$ cat src/rtl/watch_pkg.sv
// Shared types, field limits and calendar helper for the watch time-setting block.
package watch_pkg;

    localparam int unsigned FIELD_W = 8;
    localparam int unsigned TIME_W  = 6 * FIELD_W;

    typedef enum logic [2:0] {
        IDLE       = 3'd0,
        EDIT_YEAR  = 3'd1,
        EDIT_MONTH = 3'd2,
        EDIT_DAY   = 3'd3,
        EDIT_HOUR  = 3'd4,
        EDIT_MIN   = 3'd5,
        EDIT_SEC   = 3'd6,
        COMMIT     = 3'd7
    } state_e;

    typedef enum logic [2:0] {
        FIELD_NONE   = 3'd0,
        FIELD_YEAR   = 3'd1,
        FIELD_MONTH  = 3'd2,
        FIELD_DAY    = 3'd3,
        FIELD_HOUR   = 3'd4,
        FIELD_MINUTE = 3'd5,
        FIELD_SECOND = 3'd6
    } field_e;

    typedef struct packed {
        logic [FIELD_W-1:0] year;
        logic [FIELD_W-1:0] month;
        logic [FIELD_W-1:0] day;
        logic [FIELD_W-1:0] hour;
        logic [FIELD_W-1:0] minute;
        logic [FIELD_W-1:0] second;
    } watch_time_t;

    localparam logic [FIELD_W-1:0] YEAR_MIN   = 8'd1;
    localparam logic [FIELD_W-1:0] YEAR_MAX   = 8'd255;
    localparam logic [FIELD_W-1:0] MONTH_MIN  = 8'd1;
    localparam logic [FIELD_W-1:0] MONTH_MAX  = 8'd12;
    localparam logic [FIELD_W-1:0] DAY_MIN    = 8'd1;
    localparam logic [FIELD_W-1:0] HOUR_MIN   = 8'd0;
    localparam logic [FIELD_W-1:0] HOUR_MAX   = 8'd23;
    localparam logic [FIELD_W-1:0] MINUTE_MIN = 8'd0;
    localparam logic [FIELD_W-1:0] MINUTE_MAX = 8'd59;
    localparam logic [FIELD_W-1:0] SECOND_MIN = 8'd0;
    localparam logic [FIELD_W-1:0] SECOND_MAX = 8'd59;

    localparam watch_time_t RESET_TIME = '{
        year: 8'd21, month: 8'd5, day: 8'd30, hour: 8'd0, minute: 8'd0, second: 8'd0
    };

    // Days in month, no leap years; unknown months fall back to 31
    function automatic logic [FIELD_W-1:0] max_day(input logic [FIELD_W-1:0] month);
        case (month)
            8'd2:                    return 8'd28;
            8'd4, 8'd6, 8'd9, 8'd11: return 8'd30;
            default:                 return 8'd31;
        endcase
    endfunction

endpackage

$ cat src/rtl/watch_field_step.sv
// Wrapping up/down step of one time field; out-of-range inputs snap to the minimum.
module watch_field_step
    import watch_pkg::*;
(
    input  logic [FIELD_W-1:0] value,
    input  logic [FIELD_W-1:0] min_val,
    input  logic [FIELD_W-1:0] max_val,
    input  logic               up,
    input  logic               down,
    output logic [FIELD_W-1:0] next_value_c
);

    always_comb begin
        next_value_c = value;
        if ((value < min_val) || (value > max_val)) begin
            if (up || down) next_value_c = min_val;
        end else if (up) begin
            next_value_c = (value == max_val) ? min_val : value + FIELD_W'(1);
        end else if (down) begin
            next_value_c = (value == min_val) ? max_val : value - FIELD_W'(1);
        end
    end

endmodule

$ cat src/rtl/watch_time_setter.sv
// Button-driven date/time editor: snapshots live time, steps one field at a time,
// and strobes the edited value back to the watch counter on commit.
module watch_time_setter
    import watch_pkg::*;
#(
    parameter int unsigned TIMEOUT_SEC = 10
) (
    input  logic              clk,
    input  logic              rst,
    input  logic              clk1sec,
    input  logic              btn_mode,
    input  logic              btn_up,
    input  logic              btn_down,
    input  logic [7:0]        cur_year,
    input  logic [7:0]        cur_month,
    input  logic [7:0]        cur_day,
    input  logic [7:0]        cur_hour,
    input  logic [7:0]        cur_minute,
    input  logic [7:0]        cur_second,
    output logic [TIME_W-1:0] bin_time,
    output logic              set_time,
    output logic              editing,
    output logic [2:0]        edit_field,
    output logic              blink
);

    localparam int unsigned TMO_W = $clog2(TIMEOUT_SEC + 1);

    state_e             state, state_next;
    watch_time_t        edit_q, edit_next;
    logic [TMO_W-1:0]   tmo_q, tmo_next;
    logic               blink_next, set_time_next, editing_next;
    logic [2:0]         edit_field_next;
    logic [FIELD_W-1:0] field_val, field_min, field_max, step_val;
    logic               step_up, step_down, step_en, any_btn;

    // Simultaneous up+down cancel; mode takes precedence over both
    assign step_up   = btn_up & ~btn_down & ~btn_mode;
    assign step_down = btn_down & ~btn_up & ~btn_mode;
    assign step_en   = step_up | step_down;
    assign any_btn   = btn_mode | btn_up | btn_down;

    always_comb begin
        field_val = edit_q.year;
        field_min = YEAR_MIN;
        field_max = YEAR_MAX;
        case (state)
            EDIT_MONTH: begin field_val = edit_q.month;  field_min = MONTH_MIN;  field_max = MONTH_MAX;  end
            EDIT_DAY:   begin field_val = edit_q.day;    field_min = DAY_MIN;    field_max = max_day(edit_q.month); end
            EDIT_HOUR:  begin field_val = edit_q.hour;   field_min = HOUR_MIN;   field_max = HOUR_MAX;   end
            EDIT_MIN:   begin field_val = edit_q.minute; field_min = MINUTE_MIN; field_max = MINUTE_MAX; end
            EDIT_SEC:   begin field_val = edit_q.second; field_min = SECOND_MIN; field_max = SECOND_MAX; end
            default: ;
        endcase
    end

    watch_field_step u_step (
        .value        (field_val),
        .min_val      (field_min),
        .max_val      (field_max),
        .up           (step_up),
        .down         (step_down),
        .next_value_c (step_val)
    );

    always_comb begin
        state_next = state;
        edit_next  = edit_q;
        tmo_next   = tmo_q;
        blink_next = blink;
        case (state)
            IDLE: begin
                tmo_next = '0;
                if (btn_mode) begin
                    edit_next = '{year: cur_year, month: cur_month, day: cur_day,
                                  hour: cur_hour, minute: cur_minute, second: cur_second};
                    state_next = EDIT_YEAR;
                end
            end
            COMMIT: begin
                tmo_next   = '0;
                state_next = IDLE;
            end
            default: begin
                if (btn_mode) begin
                    state_next = state_e'(3'(state + 3'd1));
                end else if (step_en) begin
                    case (state)
                        EDIT_YEAR:  edit_next.year = step_val;
                        EDIT_MONTH: begin
                            edit_next.month = step_val;
                            if (edit_q.day > max_day(step_val)) edit_next.day = max_day(step_val);
                        end
                        EDIT_DAY:   edit_next.day    = step_val;
                        EDIT_HOUR:  edit_next.hour   = step_val;
                        EDIT_MIN:   edit_next.minute = step_val;
                        default:    edit_next.second = step_val;
                    endcase
                end
                // Idle timeout: any press restarts the count
                if (any_btn) begin
                    tmo_next = '0;
                end else if (clk1sec) begin
                    if (tmo_q == TMO_W'(TIMEOUT_SEC - 1)) begin
                        tmo_next   = '0;
                        state_next = IDLE;
                    end else begin
                        tmo_next = tmo_q + TMO_W'(1);
                    end
                end
                if (btn_up || btn_down) blink_next = 1'b1;
                else if (clk1sec)       blink_next = ~blink;
            end
        endcase
        set_time_next   = (state_next == COMMIT);
        editing_next    = (state_next != IDLE) && (state_next != COMMIT);
        edit_field_next = editing_next ? 3'(state_next) : 3'(FIELD_NONE);
        if (!editing_next) blink_next = 1'b0;
    end

    always_ff @(posedge clk) begin
        if (rst) begin
            state      <= IDLE;
            edit_q     <= RESET_TIME;
            tmo_q      <= '0;
            blink      <= 1'b0;
            set_time   <= 1'b0;
            editing    <= 1'b0;
            edit_field <= 3'd0;
        end else begin
            state      <= state_next;
            edit_q     <= edit_next;
            tmo_q      <= tmo_next;
            blink      <= blink_next;
            set_time   <= set_time_next;
            editing    <= editing_next;
            edit_field <= edit_field_next;
        end
    end

    assign bin_time = edit_q;

endmodule
$ cat config.mk
export PLATFORM = sky130hd
export DESIGN_NAME = watch_time_setter
export DESIGN_NICKNAME = d
export VERILOG_FILES = /design/src/rtl/watch_pkg.sv /design/src/rtl/watch_field_step.sv /design/src/rtl/watch_time_setter.sv
export SDC_FILE = /design/constraint.sdc
export NUM_CORES = 1
export LEC_CHECK = 0
export ABC_AREA = 1
export CORE_MARGIN = 2
export CORE_UTILIZATION = 50
export CTS_CLUSTER_SIZE = 16
export DETAILED_ROUTE_END_ITERATION = 8
export HOLD_SLACK_MARGIN = 0.02
export PLACE_DENSITY = 0.79
export SETUP_SLACK_MARGIN = 0.05
export SLEW_MARGIN = 5
export SYNTH_ARGS = -nofsm -noshare
export SYNTH_HDL_FRONTEND = slang
export SYNTH_SLANG_ARGS = --single-unit
$ cat constraint.sdc
create_clock -name clk -period 5.25 [get_ports clk]
set_clock_uncertainty 0.1 [all_clocks]
set_input_delay 1.575 -clock clk [delete_from_list [all_inputs] [get_ports clk]]
set_output_delay 1.575 -clock clk [all_outputs]
set_load 0.1 [all_outputs]
* Word level (Yosys, flattened, before mapping)
Index checks and enable logic that the tools add are counted.
** Operators by class
- $add $sub $neg :: 4
- Multipliers :: 0
- Divide/modulo/power cells :: 0
- $lt $le $gt $ge :: 3
- Eq/ne operators :: 26
- Shifts and indexed selects :: 0
- Mux-type cells :: 35
- Bitwise logic cells :: 14
- Reduce and logical (&&, ||, !) cells :: 28
** Operator list (count)
- 2-to-1 mux 48 bit :: 3
- 2-to-1 mux 8 bit :: 16
- one-hot mux 48 bit (2 select lines) :: 1
- one-hot mux 8 bit (5 select lines) :: 1
- equality test 8 x 3 -> 1 bit (second input constant) :: 4
- equality test 8 x 4 -> 1 bit (second input constant) :: 4
- one-hot mux 8 bit (4 select lines) :: 1
- AND reduction 5 bit :: 5
- equality test 8 x 2 -> 1 bit (second input constant) :: 2
- greater-than comparator 8 bit :: 2
- one-hot mux 8 bit (2 select lines) :: 1
- equality test 3 bit (second input constant) :: 5
- 2-to-1 mux 3 bit :: 5
- nonzero test 2 bit :: 6
- OR reduction 4 bit :: 3
- adder 8 x 1 -> 8 bit (second input constant) :: 1
- equality test 8 x 1 -> 1 bit :: 1
- equality test 8 bit :: 1
- < comparator 8 x 1 -> 1 bit :: 1
- one-hot mux 2 bit (2 select lines) :: 2
- subtractor 8 x 1 -> 8 bit (second input constant) :: 1
- NOT 1 bit :: 7
- equality test 3 x 2 -> 1 bit (second input constant) :: 2
- != test 3 bit (second input constant) :: 2
- other kinds (20) :: 33
** Storage, ports and cells
- Register bits :: 61
- Bits in latches :: 0
- Memory bits (writable) :: 0
- Memory bits (read-only) :: 0
- Output and inout bits :: 54
- Logic and storage cells :: 122
- Memories kept :: 0

* Depth between registers and ports, before layout
Gate-level depths: netlist (run 1).
- Depth after elaboration :: 21
- Gate-level depth with buffers :: 36
- Gate-level depth less buffers :: 35

* Hierarchy
Synthesis (run 1) repeated with hierarchy kept, for this count alone.
** Unflattened totals
- Cells, all modules :: 792
- Area, all modules :: 4777.1 um2
** Modules (own cells, without submodules)
- watch_time_setter :: times used 1, cells each 549, area each 3462.1 um2, seq. area each 1221.2 um2
- watch_field_step :: times used 1, cells each 243, area each 1315.0 um2, seq. area each 0.0 um2

* Worst setup path before layout (run 1)
No wires, ideal clock.
- Path type :: input to register
- Start point :: in btn_mode
- End point :: reg edit_q, in the netlist bin_time[26]
- Arrival :: 4337 ps
- Data required time :: 5029 ps
- Slack :: 692 ps
- Cell stages on the path :: 21
- Cells stage by stage :: clkbuf_1 -> nor3_2 -> inv_1 -> nand2_1 -> inv_2 -> a21oi_1 -> nand2_1 -> nand2_1 -> inv_2 -> a21oi_1 -> nand2_1 -> nor3_2 -> ha_1 -> a21oi_1 -> o21ai_0 -> nand2_1 -> a21oi_1 -> nor2_1 -> inv_1 -> a21oi_1 -> nand2_1
** On the way
- Longest elaborated chain between the ends :: 15
** RTL lines
- start: declaration :: line watch_time_setter.sv:11 : input logic btn_mode,
- NOT 1 bit :: line watch_time_setter.sv:38, watch_time_setter.sv:39
- AND 1 bit (on tied branches) :: line watch_time_setter.sv:39, watch_time_setter.sv:38
- 2-to-1 mux 8 bit or logical OR 1 bit (tied branches) :: line watch_field_step.sv:19, watch_field_step.sv:16
- 2-to-1 mux 8 bit (on tied branches) :: line watch_field_step.sv:17, watch_field_step.sv:16
- 2-to-1 mux 8 bit :: line watch_field_step.sv:15 : if ((value < min_val) || (value > max_val)) begin
- equality test 8 x 3 -> 1 bit or equality test 8 x 4 -> 1 bit (tied branches) :: line watch_pkg.sv:55 : case (month)
- OR reduction 4 bit :: line watch_pkg.sv:55
- one-hot mux 2 bit (2 select lines) :: line watch_pkg.sv:55
- 2-to-1 mux 8 bit :: line watch_time_setter.sv:88 : case (state)
- 2-to-1 mux 8 bit :: line watch_time_setter.sv:87 : end else if (step_en) begin
- 2-to-1 mux 8 bit :: line watch_time_setter.sv:85 : if (btn_mode) begin
- 2-to-1 mux 8 bit :: line watch_time_setter.sv:71 : case (state)
- greater-than comparator 8 bit :: line watch_time_setter.sv:92 : if (edit_q.day > max_day(step_val)) edit_next.day = max_day(step_val);
- != test 3 bit (no line)
- AND reduction 6 bit (no line)
- end signal: assignment :: line watch_time_setter.sv:132 : edit_q <= edit_next;
- end: declaration :: line watch_time_setter.sv:30 : watch_time_t edit_q, edit_next;
Parallel ways exist; a longest one is shown, timed or not. The select of a mux whose other input is x is not followed.
A chain may end at the register's enable or synchronous reset.

* Worst setup path in the final report (run 1)
- Start point :: in btn_up
- End point :: reg edit_q, in the netlist bin_time[25]
** On the way
- Longest elaborated chain between the ends :: 16
** RTL lines
- start: declaration :: line watch_time_setter.sv:12 : input logic btn_up,
- NOT 1 bit :: line watch_time_setter.sv:39 : assign step_down = btn_down & ~btn_up & ~btn_mode;
- AND 1 bit (2 in series) :: line watch_time_setter.sv:39
- 2-to-1 mux 8 bit or logical OR 1 bit (tied branches) :: line watch_field_step.sv:19, watch_field_step.sv:16
- 2-to-1 mux 8 bit (on tied branches) :: line watch_field_step.sv:17, watch_field_step.sv:16
- 2-to-1 mux 8 bit :: line watch_field_step.sv:15
- equality test 8 x 3 -> 1 bit or equality test 8 x 4 -> 1 bit (tied branches) :: line watch_pkg.sv:55
- OR reduction 4 bit :: line watch_pkg.sv:55
- one-hot mux 2 bit (2 select lines) :: line watch_pkg.sv:55
- 2-to-1 mux 8 bit :: line watch_time_setter.sv:88
- 2-to-1 mux 8 bit :: line watch_time_setter.sv:87
- 2-to-1 mux 8 bit :: line watch_time_setter.sv:85
- 2-to-1 mux 8 bit :: line watch_time_setter.sv:71
- greater-than comparator 8 bit :: line watch_time_setter.sv:92
- != test 3 bit (no line)
- AND reduction 6 bit (no line)
Parallel ways exist; a longest one is shown, timed or not. The select of a mux whose other input is x is not followed.

==> results of run 1 <==
==> power groups by stage <==
| stage | registers, mW | clock network [mW] | logic, mW |
|---|---|---|---|
| 2_1_floorplan | 0.971 | 0 | 0.449 |
| 3_3_place_gp | 0.580 | 0 | 1.15 |
| 3_5_place_dp | 0.580 | 0 | 1.17 |
| 4_1_cts | 0.571 | 0.439 | 1.17 |
| 5_1_grt | 0.579 | 0.454 | 1.27 |
| 6_report | 0.574 | 0.441 | 1.19 |
==> synthesized netlist by cell type, drive strengths merged (2+ instances only) <==
cell / count
a211o: 2
a21oi: 88
a221oi: 18
buf: 5
clkbuf: 18
dfxtp: 61
ha: 22
inv: 95
nand2: 178
nand3: 62
nand3b: 4
nand4: 7
nor2: 62
nor3: 13
o211ai: 3
o21ai: 37
o221ai: 3
xor2: 2
==> cells by family after synthesis <==
kind of cell,after synthesis,synth area share
simple gates,329,0.341
xor+xnor,2,0.00407
flops,61,0.283
buf+inv,119,0.107
compound gates,153,0.201
fa+ha+maj,22,0.0639
==> sequential cells by signal (all words and copies together) (netlist names) <==
name	flops
editing	1
bin_time	48
edit_field	3
blink	1
set_time	1
tmo_q	4
state	3
==> routing by layer <==
layer / global-route usage / wire [µm] / up-vias
met4: 0.105 / 330 / 0
li1: - / - / 2505
met5: 0 / 0 / -
met3: 0.0636 / 1460 / 33
met1: 0.422 / 6550 / 2456
met2: 0.559 / 7730 / 301
==> cell usage in the layout (no fill, tap or decap), types with 9 or more instances in the layout <==
master	n
nor2_1	53
clkbuf_8	9
ha_1	21
a21oi_1	87
inv_2	12
inv_1	83
clkdlybuf4s50_1	107
a221oi_1	18
nor3_1	10
nand2_1	166
nand3_1	59
buf_4	18
dfxtp_1	61
o21ai_0	36
==> worst max-delay path, stage by stage <==
cell and delay [ns]:
clkdlybuf4s50_1 0.54, inv_1 0.05, nor3_1 0.35, inv_1 0.08, nand2_1 0.21, inv_2 0.13
a21oi_1 0.20, nand2_1 0.07, nand2_1 0.13, inv_2 0.06, a21oi_1 0.12, nand2_1 0.10
nor3_2 0.14, ha_1 0.27, a21oi_1 0.16, o21ai_0 0.11, nand2_1 0.08, a21oi_1 0.07
nor2_2 0.21, buf_4 0.17, o221ai_1 0.10, inv_1 0.07, nand2_1 0.05, nand2_1 0.04
==> path summary, 6_finish.rpt <==
path / depth (start not counted) / to / slack [ns]
worst max-delay path: 24 / bin_time[25]$_SDFFE_PP1P_ / 0.36
worst min-delay path: 2 / tmo_q[0]$_SDFFE_PP0P_ / 0.38
worst max register to register: 33 / bin_time[25]$_SDFFE_PP1P_ / 0.42
worst min register to register: 2 / tmo_q[0]$_SDFFE_PP0P_ / 0.38
==> timing repair <==
| item | CTS | global route |
|---|---|---|
| endpoints found under the hold margin | 0 | 0 |
| endpoints found under the setup margin | 0 | 8 |
| buffers inserted | 0 | 2 |
| gates resized for setup | 0 | 9 |
==> through the flow <==
| stage | setup TNS, ns | worst slack [ns] |
|---|---|---|
| after floorplan | 0 | 0.692 |
| after global placement | 0 | 0.129 |
| after detailed placement | 0 | 0.0100 |
| after CTS | 0 | 0.303 |
| after global routing | -0.224 | -0.0506 |
| final | 0 | 0.360 |
==> area by class of cell <==
| type | instances | share of cell area |
|---|---|---|
| Tap cell | 105 | 0.0228 |
| Inverter | 96 | 0.0624 |
| Timing Repair Buffer | 125 | 0.209 |
| Clock buffer | 9 | 0.0215 |
| Clock inverter | 7 | 0.0128 |
| Sequential cell | 61 | 0.212 |
| Multi-Input combinational cell | 506 | 0.460 |
==> summary.txt, run 1 <==
Worst setup path
  • WP data required: 5.44 ns
  • Arr. time, crit path: 5.08 ns
  • Crit Reg-Reg Startpoint: state[0]$_SDFF_PP0_
  • Worst-path maximum fanout: 7
  • CP Launch Point: btn_up
  • CP Capture Type: register
  • Startpoint type of the worst setup path: primary input
  • Crit Path Class: in2reg

Die
  • Horiz. Die Dim: 96.8 µm
  • Num rows: 33
  • Core ar.: 8300 µm²
  • Die area: 9370 µm²
  • IO Pins: 108
  • Initial core utilization: 0.519
  • Die Ht: 96.8 µm

Synthesis
  • Post-Syn Area: 4310 µm²
  • Ys flop type: dfxtp_1
  • Post-synth top area cell: dfxtp_1
  • Yosys cell types: 36
  • Seq cells post-synth: 61
  • Yosys top cell area share: 0.283
  • Syn nets: 762
  • Post-synth EDFFs: 0
  • Syn Inst Count: 686
  • Seq/Total Area, Yosys: 0.283
  • Largest cells by area after synthesis: dfxtp_1 (28%), nand2_1 (15%), a21oi_1 (10%)
  • Async SR Flop Fraction: 0
  • Synth Area per Inst: 6.28 µm²
  • Synth warn: 0

Route
  • Vias per cell: 5.83
  • Final ANT Viol Nets: 0
  • 1st-pass router iterations: 5
  • DR iter-0 viols: 342
  • Detailed-route DRC error count: 0
  • WL/cell: 17.7 µm
  • Final WL: 16100 µm
  • Vias: 5295

Clocking
  • CTS tree: built
  • TritonCTS Sinks: 61
  • Root buffer cell: clkbuf_8
  • Longest Clk Path Bufs: 2
  • H-tree Lvls: 3
  • Clk Latency, worst-skew pair: 0.34 ns
  • Clock buffer count from CTS: 9
  • Clk slew on worst S/H paths: 0.08 ns
  • Hold Buf Count CTS: 0

Layout
  • Core Util, Final: 0.695
  • Final cell count without fillers: 909
  • Fin nets: 875
  • Multi-input gate area: 2660 µm²
  • Reg area: 1220 µm²
  • Layout area overhead: 34.0%
  • N_diodes: 0
  • Finished Cell Area: 5770 µm²
  • Fillers: 717
  • Layout cell share with drive strength beyond 1: 0.0945

GRT
  • Global Route Usage Sum: 0.330
  • Pin count of the biggest net entering global routing: 49
  • Total gr overflow: 0
  • Number of global-route vias before repair: 5055
  • Antenna violations before repair: 0
  • First-pass GRT wire length: 25100 µm

STA
  • Final Max Tran Viols: 0
  • Max-slew headroom: 0.326
  • Final min period: 4.89 ns
  • Final setup violation count: 0
  • Final hold viol count: 0
  • Min Hold Slack: 0.375 ns
  • Least-Margin Pin Slew: 1.01 ns
  • Fmax: 204 MHz
  • Final period utilization: 0.931

Place
  • Post-detail-place hpwl: 12300 µm
  • GP Congestion: 0.963
  • Cell Count Post-Placement: 891
  • IO Port Bufs: 107
  • Placed cell area: 5530 µm²

Pwr
  • Int Pwr: 1.06 mW
  • Comb power frac: 0.541
  • P_leak: 2.62 nW
  • Switching power total: 1.15 mW
  • Power density over the cells: 383 nW/µm²
  • Maximum VDD drop: 0.294 mV
  • Total power: 2.21 mW
  • Switching Share: 0.522
  • Clock share of power: 0.200
  • Sequential power share: 0.260

Outcome
  • Status: finished clean

Worst hold path
  • Hold Startpoint: tmo_q[0]$_SDFFE_PP0P_
  • Worst min-delay path class: reg2reg

Job
  • Max Cap Viol: 0
Note: power is estimated with default switching activity, not from simulation.
==> run 2: changes to the inputs <==
- CORE_ASPECT_RATIO: unset -> 1.4
==> run 2 against run 1 <==
  * Via count is 1.4% higher
  * Hold slack worse by 0.017 ns
  * Sequential cell count unchanged
==> summary.txt, run 2 (same netlist as run 1, synthesis figures left out) <==
Die
  • Num rows: 40
  • Horiz. Die Dim: 82.5 µm
  • Core ar.: 8460 µm²
  • Initial core utilization: 0.509
  • IO Pins: 108
  • Die Ht: 114 µm
  • Die area: 9380 µm²

Clocking
  • Clk slew on worst S/H paths: 0.05 ns
  • Clock buffer count from CTS: 9
  • Clk Latency, worst-skew pair: 0.34 ns
  • Hold Buf Count CTS: 0
  • TritonCTS Sinks: 61
  • CTS tree: built
  • Root buffer cell: clkbuf_16
  • H-tree Lvls: 3
  • Longest Clk Path Bufs: 2

Worst setup path
  • CP Capture Type: register
  • Crit Path Class: in2reg
  • WP data required: 5.37 ns
  • Worst-path maximum fanout: 8
  • Startpoint type of the worst setup path: primary input
  • Arr. time, crit path: 5.05 ns

Route
  • 1st-pass router iterations: 6
  • WL/cell: 17.7 µm
  • Final ANT Viol Nets: 0
  • Vias per cell: 5.85
  • DR iter-0 viols: 560
  • Vias: 5368
  • Final WL: 16300 µm
  • Detailed-route DRC error count: 0

Layout
  • Final cell count without fillers: 917
  • N_diodes: 0
  • Most frequent cells in the layout: nand2_1 (163), clkdlybuf4s50_1 (107), a21oi_1 (83)
  • Most common cell after layout, fill and taps aside: nand2_1
  • Number of flip-flops under the largest register name: 48
  • Core Util, Final: 0.712
  • Fin nets: 884
  • Layout area overhead: 39.8%
  • Layout cell share with drive strength beyond 1: 0.119
  • Fillers: 736

Place
  • IO Port Bufs: 107
  • Cell Count Post-Placement: 888
  • GP Congestion: 1.08
  • Post-detail-place hpwl: 12200 µm

Outcome
  • Status: finished clean

GRT
  • Total gr overflow: 0
  • Global Route Usage Sum: 0.338
  • Pin count of the biggest net entering global routing: 49
  • Antenna violations before repair: 0
  • Number of global-route vias before repair: 4958
  • First-pass GRT wire length: 23700 µm

Pwr
  • P_leak: 2.71 nW
  • Switching Share: 0.481
  • Clock share of power: 0.258
  • Maximum VDD drop: 0.264 mV
  • Comb power frac: 0.507
  • Sequential power share: 0.235
  • Switching power total: 1.18 mW
  • Power density over the cells: 407 nW/µm²
  • Int Pwr: 1.27 mW

STA
  • Least-Margin Pin Slew: 1.02 ns
  • Max-slew headroom: 0.321
  • Final min period: 4.93 ns
  • Final hold viol count: 0
  • Final setup violation count: 0
  • Final period utilization: 0.938
  • Final Max Tran Viols: 0
  • Fmax: 203 MHz

Job
  • Max Cap Viol: 0

Worst hold path
  • Worst min-delay path class: reg2reg
## run 2: timing repair
action                                  4_1_cts  5_1_grt
gates resized for setup                       0       28
buffers inserted                              0       14
endpoints found under the setup margin        0        8
## run 2: critical path, stage by stage
cell and delay [ns]:
clkdlybuf4s50_1 0.52, inv_1 0.05, nor3_1 0.31, inv_1 0.07, nand2_1 0.17, inv_2 0.09
a21oi_1 0.15, nand2_1 0.07, nand2_2 0.10, inv_2 0.06, a21oi_2 0.10, nand2_1 0.09
nor3_2 0.20, ha_1 0.27, a21oi_1 0.14, o21ai_0 0.11, nand2_1 0.09, a21oi_1 0.06
nor2_1 0.13, buf_4 0.18, clkinvlp_4 0.20, a21oi_2 0.19, a21oi_1 0.09
## run 2: routing by layer
metal	track usage	part of all wire	vias to the layer above	wire [µm]
met1	0.374	0.36	2464	5910
met5	0	0	-	0
li1	-	-	2520	-
met3	0.0601	0.074	74	1200
met2	0.602	0.51	310	8290
met4	0.168	0.053	0	870
## run 2: worst paths after layout
| kind | from | end | slack (ns) | cells past startpoint |
|---|---|---|---|---|
| worst max-delay path | btn_up | bin_time[31]$_SDFFE_PP0P_ | 0.32 | 23 |
| worst min-delay path | tmo_q[0]$_SDFFE_PP0P_ | tmo_q[0]$_SDFFE_PP0P_ | 0.36 | 2 |
| worst max register to register | state[0]$_SDFF_PP0_ | bin_time[31]$_SDFFE_PP0P_ | 0.33 | 31 |
| worst min register to register | tmo_q[0]$_SDFFE_PP0P_ | tmo_q[0]$_SDFFE_PP0P_ | 0.36 | 2 |
## run 2: area by class of cell
| type | count | area (µm²) | area share |
|---|---|---|---|
| Multi-Input combinational cell | 506 | 2710 | 0.450 |
| Sequential cell | 61 | 1220 | 0.203 |
| Inverter | 96 | 364 | 0.0604 |
| Tap cell | 105 | 131 | 0.0218 |
| Clock buffer | 9 | 225 | 0.0374 |
| Timing Repair Buffer | 134 | 1280 | 0.212 |
| Clock inverter | 6 | 88.8 | 0.0147 |
## run 2: metrics by stage
step	instance area, µm²	power, mW	setup slack [ns]	TNS, ns	hold WS [ns]
finish	6020	2.45	0.323	0	0.358
global route	6020	2.54	-0.114	-0.547	0.381
global placement	5510	1.74	0.316	0	0.335
CTS	5820	2.38	0.364	0	0.357
floorplan	4310	1.42	0.692	0	0.325
detailed placement	5510	1.75	0.201	0	0.348
## run 2: power groups by stage
stage	Combinational, mW	Clock (mW)	Sequential [mW]
floorplan	0.449	0	0.971
global placement	1.16	0	0.583
detailed placement	1.17	0	0.582
CTS	1.17	0.632	0.574
global route	1.31	0.651	0.581
finish	1.24	0.632	0.577
